`config.mk`:
```
export PLATFORM = sky130hd
export DESIGN_NAME = spram_ctrl_wrapper
export DESIGN_NICKNAME = d
export VERILOG_FILES = /design/src/rtl/ram_pkg.sv /design/src/rtl/spram_macro.sv /design/src/rtl/spram_ctrl_wrapper.sv
export SDC_FILE = /design/constraint.sdc
export NUM_CORES = 1
export LEC_CHECK = 0
export ABC_AREA = 1
export CAP_MARGIN = 20
export CORE_MARGIN = 1.5
export CORE_UTILIZATION = 30
export DETAILED_ROUTE_END_ITERATION = 10
export PLACE_DENSITY = 0.47
export SLEW_MARGIN = 30
export SYNTH_ARGS = -nofsm -noshare
export SYNTH_HDL_FRONTEND = slang
export SYNTH_SLANG_ARGS = --single-unit
```
`constraint.sdc`:
```
create_clock -name clk -period 4.9 [get_ports clk]
set_input_delay 0.735 -clock clk [delete_from_list [all_inputs] [get_ports clk]]
set_output_delay 0.735 -clock clk [all_outputs]
set_load 0.01 [all_outputs]
```
`src/rtl/ram_pkg.sv`:
```
// Shared types and helpers for the single-port SRAM controller wrapper.
// Helpers take over-wide vectors plus a lane width so any geometry can reuse them.
package ram_pkg;

    typedef enum logic {ST_INIT, ST_READY} state_t;

    localparam int RSP_BUF_DEPTH = 2;
    localparam int MAX_W         = 512;
    localparam int MAX_LANES     = 64;
    localparam int MAX_W_IDX     = $clog2(MAX_W);
    localparam int MAX_LANE_IDX  = $clog2(MAX_LANES);

    // Expand one enable per lane into one enable per bit.
    function automatic logic [MAX_W-1:0] be2bit(input logic [MAX_LANES-1:0] be,
                                                input int byte_w);
        logic [MAX_W-1:0] mask;
        mask = '0;
        for (int i = 0; i < MAX_W; i++)
            mask[MAX_W_IDX'(i)] = be[MAX_LANE_IDX'(i / byte_w)];
        return mask;
    endfunction

    // Even parity bit per lane; bits above the real data width must be zero.
    function automatic logic [MAX_LANES-1:0] lane_parity(input logic [MAX_W-1:0] data,
                                                         input int byte_w);
        logic [MAX_LANES-1:0] par;
        par = '0;
        for (int i = 0; i < MAX_W; i++)
            par[MAX_LANE_IDX'(i / byte_w)] = par[MAX_LANE_IDX'(i / byte_w)] ^ data[MAX_W_IDX'(i)];
        return par;
    endfunction

endpackage

```
`src/rtl/spram_macro.sv`:
```
// Raw single-port RAM leaf: active-low CEB/WEB/per-bit BWEB, one-cycle read.
// Behavioural array for FPGA inference; ASIC flows bind the compiled macro at this leaf.
module spram_macro #(
    parameter int W      = 64,
    parameter int DEPTH  = 16,
    parameter int ADDR_W = $clog2(DEPTH)
) (
    input  logic              clk,
    input  logic              ceb,
    input  logic              web,
    input  logic [W-1:0]      bweb,
    input  logic [ADDR_W-1:0] addr,
    input  logic [W-1:0]      d,
    output logic [W-1:0]      q
);

    logic [W-1:0] mem [DEPTH];

    // NOTE: the array has no reset so it maps onto RAM; the controller zero-fills it instead.
    always_ff @(posedge clk) begin
        if (!ceb) begin
            if (!web)
                mem[addr] <= (mem[addr] & bweb) | (d & ~bweb);
            else
                q <= mem[addr];
        end
    end

endmodule

```
`src/rtl/spram_ctrl_wrapper.sv`:
```
// SRAM controller: post-reset zero-fill, valid/ready requests with byte mask, 2-entry read buffer.
// Define SPRAM_PARITY_EN to store one even-parity bit per lane and flag mismatches on rsp_perr.
module spram_ctrl_wrapper
    import ram_pkg::*;
#(
    parameter int DATA_W    = 64,
    parameter int DEPTH     = 16,
    parameter int ADDR_W    = $clog2(DEPTH),
    parameter int BYTE_W    = 8,
    parameter int OUT_REG   = 0,
    parameter int INIT_ZERO = 1
) (
    input  logic                     clk,
    input  logic                     rst_n,
    input  logic                     req_valid,
    output logic                     req_ready,
    input  logic                     req_we,
    input  logic [ADDR_W-1:0]        req_addr,
    input  logic [DATA_W-1:0]        req_wdata,
    input  logic [DATA_W/BYTE_W-1:0] req_be,
    output logic                     rsp_valid,
    input  logic                     rsp_ready,
    output logic [DATA_W-1:0]        rsp_rdata,
    output logic                     rsp_perr,
    output logic                     init_done
);

    localparam int LANES = DATA_W / BYTE_W;
`ifdef SPRAM_PARITY_EN
    localparam int MW = DATA_W + LANES;
`else
    localparam int MW = DATA_W;
`endif
    localparam int PTR_W = $clog2(RSP_BUF_DEPTH);
    localparam int CNT_W = $clog2(RSP_BUF_DEPTH + 1);

    state_t            state, state_next;
    logic [ADDR_W-1:0] init_addr;
    logic              m_ceb, m_web;
    logic [MW-1:0]     m_bweb, m_d, m_q, wr_word, wr_mask;
    logic [ADDR_W-1:0] m_addr;
    logic              rd_issue, rd_p1, rd_p2, push, pop, push_perr;
    logic [MW-1:0]     push_word;
    logic [CNT_W-1:0]  buf_cnt;
    logic [PTR_W-1:0]  wr_ptr, rd_ptr;
    logic [DATA_W-1:0] buf_data [RSP_BUF_DEPTH];
    logic [RSP_BUF_DEPTH-1:0] buf_perr;
    logic [CNT_W:0]    credit_used;

`ifdef SPRAM_PARITY_EN
    assign wr_word   = {LANES'(lane_parity(MAX_W'(req_wdata), BYTE_W)), req_wdata};
    assign wr_mask   = {req_be, DATA_W'(be2bit(MAX_LANES'(req_be), BYTE_W))};
    assign push_perr = |(LANES'(lane_parity(MAX_W'(push_word[DATA_W-1:0]), BYTE_W))
                         ^ push_word[MW-1:DATA_W]);
`else
    assign wr_word   = req_wdata;
    assign wr_mask   = DATA_W'(be2bit(MAX_LANES'(req_be), BYTE_W));
    assign push_perr = 1'b0;
`endif

    // Reads in the macro pipeline hold a buffer slot, so the buffer can never overflow.
    assign credit_used = (CNT_W+1)'(buf_cnt) + (CNT_W+1)'(rd_p1) + (CNT_W+1)'(rd_p2);
    assign req_ready   = (state == ST_READY) && (credit_used < (CNT_W+1)'(RSP_BUF_DEPTH));
    assign init_done   = (state == ST_READY);
    assign rd_issue    = req_valid && req_ready && !req_we;

    // NOTE: state registers use non-blocking assignments so every flop samples pre-edge values.
    always_ff @(posedge clk or negedge rst_n) begin
        if (!rst_n) begin
            state     <= ST_INIT;
            init_addr <= '0;
            rd_p1     <= 1'b0;
        end else begin
            state <= state_next;
            rd_p1 <= rd_issue;
            if (state == ST_INIT)
                init_addr <= init_addr + ADDR_W'(1);
        end
    end

    // NOTE: every output of this block gets a default first, so no path can infer a latch.
    always_comb begin
        state_next = state;
        m_ceb      = 1'b1;
        m_web      = 1'b1;
        m_bweb     = '1;
        m_addr     = req_addr;
        m_d        = wr_word;
        unique case (state)
            ST_INIT: begin
                if (INIT_ZERO != 0) begin
                    m_ceb  = 1'b0;
                    m_web  = 1'b0;
                    m_bweb = '0;
                    m_addr = init_addr;
                    m_d    = '0;
                    if (init_addr == ADDR_W'(DEPTH - 1))
                        state_next = ST_READY;
                end else begin
                    state_next = ST_READY;
                end
            end
            ST_READY: begin
                if (req_valid && req_ready) begin
                    m_ceb  = 1'b0;
                    m_web  = ~req_we;
                    m_bweb = ~wr_mask;
                end
            end
            default: state_next = ST_INIT;
        endcase
    end

    spram_macro #(.W(MW), .DEPTH(DEPTH), .ADDR_W(ADDR_W)) u_macro (
        .clk  (clk),
        .ceb  (m_ceb),
        .web  (m_web),
        .bweb (m_bweb),
        .addr (m_addr),
        .d    (m_d),
        .q    (m_q)
    );

    generate
        if (OUT_REG != 0) begin : g_out_reg
            logic          p2;
            logic [MW-1:0] q_reg;
            always_ff @(posedge clk or negedge rst_n) begin
                if (!rst_n) begin
                    p2    <= 1'b0;
                    q_reg <= '0;
                end else begin
                    p2 <= rd_p1;
                    if (rd_p1)
                        q_reg <= m_q;
                end
            end
            assign rd_p2     = p2;
            assign push      = p2;
            assign push_word = q_reg;
        end else begin : g_no_out_reg
            assign rd_p2     = 1'b0;
            assign push      = rd_p1;
            assign push_word = m_q;
        end
    endgenerate

    assign rsp_valid = (buf_cnt != '0);
    assign pop       = rsp_valid && rsp_ready;
    assign rsp_rdata = buf_data[rd_ptr];
    assign rsp_perr  = rsp_valid && buf_perr[rd_ptr];

    always_ff @(posedge clk or negedge rst_n) begin
        if (!rst_n) begin
            buf_cnt  <= '0;
            wr_ptr   <= '0;
            rd_ptr   <= '0;
            buf_perr <= '0;
            for (int i = 0; i < RSP_BUF_DEPTH; i++)
                buf_data[i] <= '0;
        end else begin
            if (push) begin
                buf_data[wr_ptr] <= push_word[DATA_W-1:0];
                buf_perr[wr_ptr] <= push_perr;
                wr_ptr           <= wr_ptr + PTR_W'(1);
            end
            if (pop)
                rd_ptr <= rd_ptr + PTR_W'(1);
            case ({push, pop})
                2'b10:   buf_cnt <= buf_cnt + CNT_W'(1);
                2'b01:   buf_cnt <= buf_cnt - CNT_W'(1);
                default: buf_cnt <= buf_cnt;
            endcase
        end
    end

endmodule

```
## Yosys cells after proc, flatten, opt, wreduce, memory -nomap -nowiden

Memory sizes are Yosys's and may differ from the RTL's.
Cells that the tools add are included.
W data, S select, Z words.

| cells by class | value |
|---|---|
| add/subtract/negate cells | 6 |
| order comparisons | 7 |
| equality and inequality tests | 3 |
| mux-type cells | 24 |
| bitwise operators | 12 |
| reductions and logical operators | 11 |

Operator list:

| kind | count |
|---|---|
| $mux W64 | 6 |
| $and A64 B64 Y64 | 2 |
| $bwmux W128 | 1 |
| $not A64 Y64 | 2 |
| $pmux W64 S2 | 1 |
| $demux W64 S1 | 1 |
| $or A64 B64 Y64 | 1 |
| $mux W1 | 10 |
| $logic_and A1 B1 Y1 | 7 |
| $add A4 B1 Y4 const B | 1 |
| $eq A4 B4 Y1 const B | 1 |
| $ge A2 B2 Y1 const B | 2 |
| $lt A1 B2 Y1 const B | 2 |
| $mux W4 | 1 |
| $not A1 Y2 | 2 |
| $pmux W1 S2 | 2 |
| $pmux W2 S2 | 1 |
| $reduce_bool A2 Y1 | 2 |
| $add A2 B1 Y3 | 1 |
| $lt A3 B2 Y1 const B | 1 |
| $not A1 Y1 | 3 |
| $add A1 B1 Y1 const B | 2 |
| $add A2 B1 Y2 const B | 1 |
| $and A2 B2 Y2 | 1 |
| 9 further kinds | 9 |

| word-level totals | value |
|---|---|
| flip-flop bits (word level) | 204 |
| memory bits (writable) | 1024 |
| input bits | 81 |
| output and inout bits | 68 |
| memories | 1 |

Memory list:

| memory | words | width | rd ports | clocked after memory_dff | wr ports | line | source |
|---|---|---|---|---|---|---|---|
| u_macro.mem | 16 | 64 | 1 | 0 | 1 | spram_macro.sv:17 | `logic [W-1:0] mem [DEPTH];` |

## Depth between registers and ports, before layout

| logic depth | value |
|---|---|
| depth after elaboration | 9 |
| depth in mapped cells | 14 |
| mapped depth without buffers | 11 |

## By module

From an unflattened synthesis, not the netlist that was laid out.

| second synthesis, totals | value |
|---|---|
| cell total of the unflattened synthesis | 5243 |
| area, all modules | 52303.9 sq um |

Modules (own cells, without submodules):

| module | instances | cells an instance | area each (sq um) | seq. area each (sq um) |
|---|---|---|---|---|
| spram_macro | 1 | 4326 | 45328.5 | 32671.3 |
| spram_ctrl_wrapper | 1 | 917 | 6975.4 | 3503.4 |

## Least setup slack after synthesis

Ideal clock, no wire load.

| path | value |
|---|---|
| kind | reg-to-reg |
| from | register state (netlist: init_done) |
| to | register u_macro.q[0] (read register of u_macro.mem) (enable) |
| data arrival time | 3.680 ns |
| path slack | 0.734 ns |
| cell stages (with the launch flop) | 6 |
| period minus slack after synthesis | 4.166 ns |
| cell sequence | dfrtp_1 -> buf_6 -> inv_4 -> a211oi_2 -> nand2_1 -> nor2_1 |

| on the way | value |
|---|---|
| longest elaborated chain between the ends | 6 |
| elaborated cells on any way between the ends | 9 |

RTL lines:

| element | line | source |
|---|---|---|
| start: declaration | spram_ctrl_wrapper.sv:37 | `state_t state, state_next;` |
| start signal: assignment | spram_ctrl_wrapper.sv:74 | `state <= state_next;` |
| $logic_and A1 B1 Y1 * | spram_ctrl_wrapper.sv:63 | `assign req_ready = (state == ST_READY) && (credit_used < (CNT_W+1)'(RSP_BUF_DEPTH));` |
| via req_ready | spram_ctrl_wrapper.sv:16 | `output logic req_ready,` |
| $logic_and A1 B1 Y1 * | spram_ctrl_wrapper.sv:104 | `if (req_valid && req_ready) begin` |
| $mux W1 | spram_ctrl_wrapper.sv:104 |  |
| $pmux W1 S2 | spram_ctrl_wrapper.sv:89 | `unique case (state)` |
| $not A1 Y1 (no source line) | - |  |
| $reduce_and A2 Y1 (no source line) * | - |  |
| end: declaration | spram_macro.sv:14 | `output logic [W-1:0] q` |

The timed path passes the listed nets; every way through them passes the cells marked *.
A chain may end at the register's enable or synchronous reset.

## Worst setup path after layout

| path | value |
|---|---|
| from | register rd_ptr |
| to | output port rsp_rdata[39] |

| on the way | value |
|---|---|
| longest elaborated chain between the ends | 4 |

RTL lines:

| element | line | source |
|---|---|---|
| start: declaration | spram_ctrl_wrapper.sv:45 | `logic [PTR_W-1:0] wr_ptr, rd_ptr;` |
| start signal: assignment | spram_ctrl_wrapper.sv:168 | `rd_ptr <= rd_ptr + PTR_W'(1);` |
| $not A1 Y2 (implied by the code) | spram_ctrl_wrapper.sv:150 | `assign rsp_rdata = buf_data[rd_ptr];` |
| $mux W64 (implied by the code) (3 in a row) | spram_ctrl_wrapper.sv:150 |  |
| end: declaration | spram_ctrl_wrapper.sv:23 | `output logic [DATA_W-1:0] rsp_rdata,` |

Every way passes these cells. The select of a mux whose other input is x is not followed.

==> results.cfg <==
[run_status]
status = complete, no violations

[synthesis]
synth_top_area_share_pct = 62.85
mappedNetlistArea_um2 = 51980
net_count_after_synthesis = 5188
syn-mean-instance-area_um2 = 10.18
synthMostInstantiatedCell = nand2_1
yosys_warnings = 0
synth_seq_cells = 1228
netlist-cell-type-count = 24
postSynth.topFlopCell = edfxtp_1
post_synth_inst_count = 5105
synth_commonest_cells = nand2_1 (2833), edfxtp_1 (1088), nand3_1 (362), buf_2 (170), dfrtp_1 (140)
synth.yosys.seq_area_share_pct = 69.59
synth_async_sr_flop_share_pct = 11.40
post-synth-top-area-cell = edfxtp_1
synthTopCellsByArea = edfxtp_1 (63%), nand2_1 (20%), dfrtp_1 (6.7%)
synth-edff-count = 1088

[job]
maxCapViolCount = 0

[pwr]
cellLeakagePower_nw = 25.39
power_mw = 26.93
power.ir.vdd_worst_mv = 0.2340
power.density_nw_per_um2 = 442.8

[cells_and_area]
layout-drive-gt1-share_pct = 6.207
area_delta_synth_final_pct = 17.00
layout.nets = 5294
fin_cells = 7629
finish.instance_area_um2 = 60820
fin_util_pct = 35.37
largest_register_ffs = 1024

[timing]
final_min_period_over_clock_period_pct = 76.60
fin_crit_ps = 3753
unrepaired_setup_endpoints_after_global_routing = no
worst_hold_slack_ps = 480.3
finalHoldViolations = 0
finalSetupTns_ps = 0
max-slew-margin-rel_pct = 35.72
finalMaxSlewViolations = 0
clock_skew_ps = 21.75
setup_ws_ps = 1147
tightest_slew_ps = 964.2
fmax_mhz = 266.4
final_report_setup_violation_count = 0

[global_routing]
globalRoute.totalOverflow = 0
grt_pass1_vias = 34050
grt_max_degree = 127
number_of_antenna_violations_at_the_first_check_in_global_routing = 9
grt_use_total_pct = 17.95
first_pass_grt_wire_length_um = 232900

[floorplan]
floorplan.rows = 152
core-area_um2 = 171900
die_y_um = 419.3
area_of_the_die_um2 = 175800
die-width_um = 419.3
start_util_pct = 30.23
floorplan.io_pins = 149

[setup_path]
timing.critical_path.required_ps = 4160
cp_max_fo = 41
crit_path_launch = rd_ptr$_DFFE_PN0P_
regToRegSetupSlack_ps = 1180
timing.setup.critical_path_class = reg -> out
endpoint_kind_of_the_worst_setup_timing_path = primary output
worstSetupStartpointType = register
cp_data_arrival_time_ps = 3020
r2r_start = init_done$_DFF_PN0_

[clock_tree]
cts_sinks = 1228
worstSkewPairLatency_ps = 780
clock_buffers_created_by_tritoncts = 134
clk_root_buffer_cell = clkbuf_16
tritoncts = yes
worst_setup_hold_path_clk_slew_ps = 60
clk_path_buf_depth = 3
cts_max_level = 4
cts.repair_timing.setup_buffer_count = 0

[drt]
routed.top_layer = met4
routed-wl-met2_um = 74830
drtAntennaViolNets = 0
dr.pass1.iters = 5
drt-met1-wl_um = 72440
wirelength_um = 157700
drtIter0Drc = 2980
route.met3.wl_um = 6530
route.detailed.vias_per_inst = 4.665
drc = 0
vias = 35590
average_wire_per_standard_cell_um = 20.67

[min_path]
min_path_type = reg -> reg
hp_start = buf_data[105]$_DFFE_PN0P_

[placed_design]
gp_congestion = 0.7429
placement.io_buffers = 148
placement.cell_area_um2 = 56480
detailed_place_hpwl_um = 87880
place_inst = 7384
pre_cts_slack_ps = 999.8
## placed cells by master, fill, tap and decap left out, types with 46 or more instances in the layout
master           count
buf_4               55
clkdlybuf4s50_1    147
clkbuf_16          141
dfrtp_1            138
nand2_1           2830
buf_12              46
inv_1               86
o21ai_0            131
edfxtp_1          1088
nand4_1             65
o21ai_1             64
nand3_1            362
## worst max-delay path, stage by stage (launching register included)
cell             delay, ps
dfrtp_2                400
inv_2                  620
buf_4                  460
nand2_1                100
nand2_1                 90
clkdlybuf4s50_1        540
## where the power goes
group	switching (mW)	total [mW]	internal (mW)
sequential	0.328	12.9	12.5
combinational	2.61	4.01	1.40
clock	4.20	10.1	5.85
## path summary, 6_finish.rpt
check | cells past startpoint | end
hold / removal | 2 | buf_data[105]$_DFFE_PN0P_
hold reg to reg | 2 | buf_data[105]$_DFFE_PN0P_
setup / recovery | 5 | rsp_rdata[39]
min in group asynchronous | 2 | buf_data[69]$_DFFE_PN0P_
max in group asynchronous | 3 | init_done$_DFF_PN0_
setup reg to reg | 9 | u_macro.mem[13][22]$_DFFE_PP_
## logic make-up (layout without fill, tap and decap cells)
group / Yosys count / after routing / share of synthesized area (%)
simple gates: 3280 / 3280 / 24.93
flops: 1228 / 1228 / 69.59
buf+inv: 391 / 603 / 3.425
compound gates: 200 / 200 / 1.940
xor+xnor: 4 / 4 / 0.06741
fa+ha+maj: 2 / 2 / 0.04813
other cells: 0 / 2 / 0
## per-layer routing
layer / up-vias / GRT usage [%]
li1: 17130 / -
met1: 17470 / 24.78
met2: 797 / 29.46
met3: 202 / 2.171
met4: 0 / 5.472
met5: - / 0
## final cells by class
cell class                      instances  area, um2
Clock inverter                         60      565.5
Fill cell                           17210     111100
Timing Repair Buffer                  250       2826
Tap cell                             2310       2890
Clock buffer                          182       3752
Sequential cell                      1228      36180
Inverter                              111      471.7
Antenna cell                            2      5.005
Multi-Input combinational cell       3486      14120
## repair_timing
item | in CTS | in global routing
hold buffers | 1 | 0
resized for setup | 0 | 0
hold endpoints to repair | 19 | 0
Power figures use the tool's default switching activity.
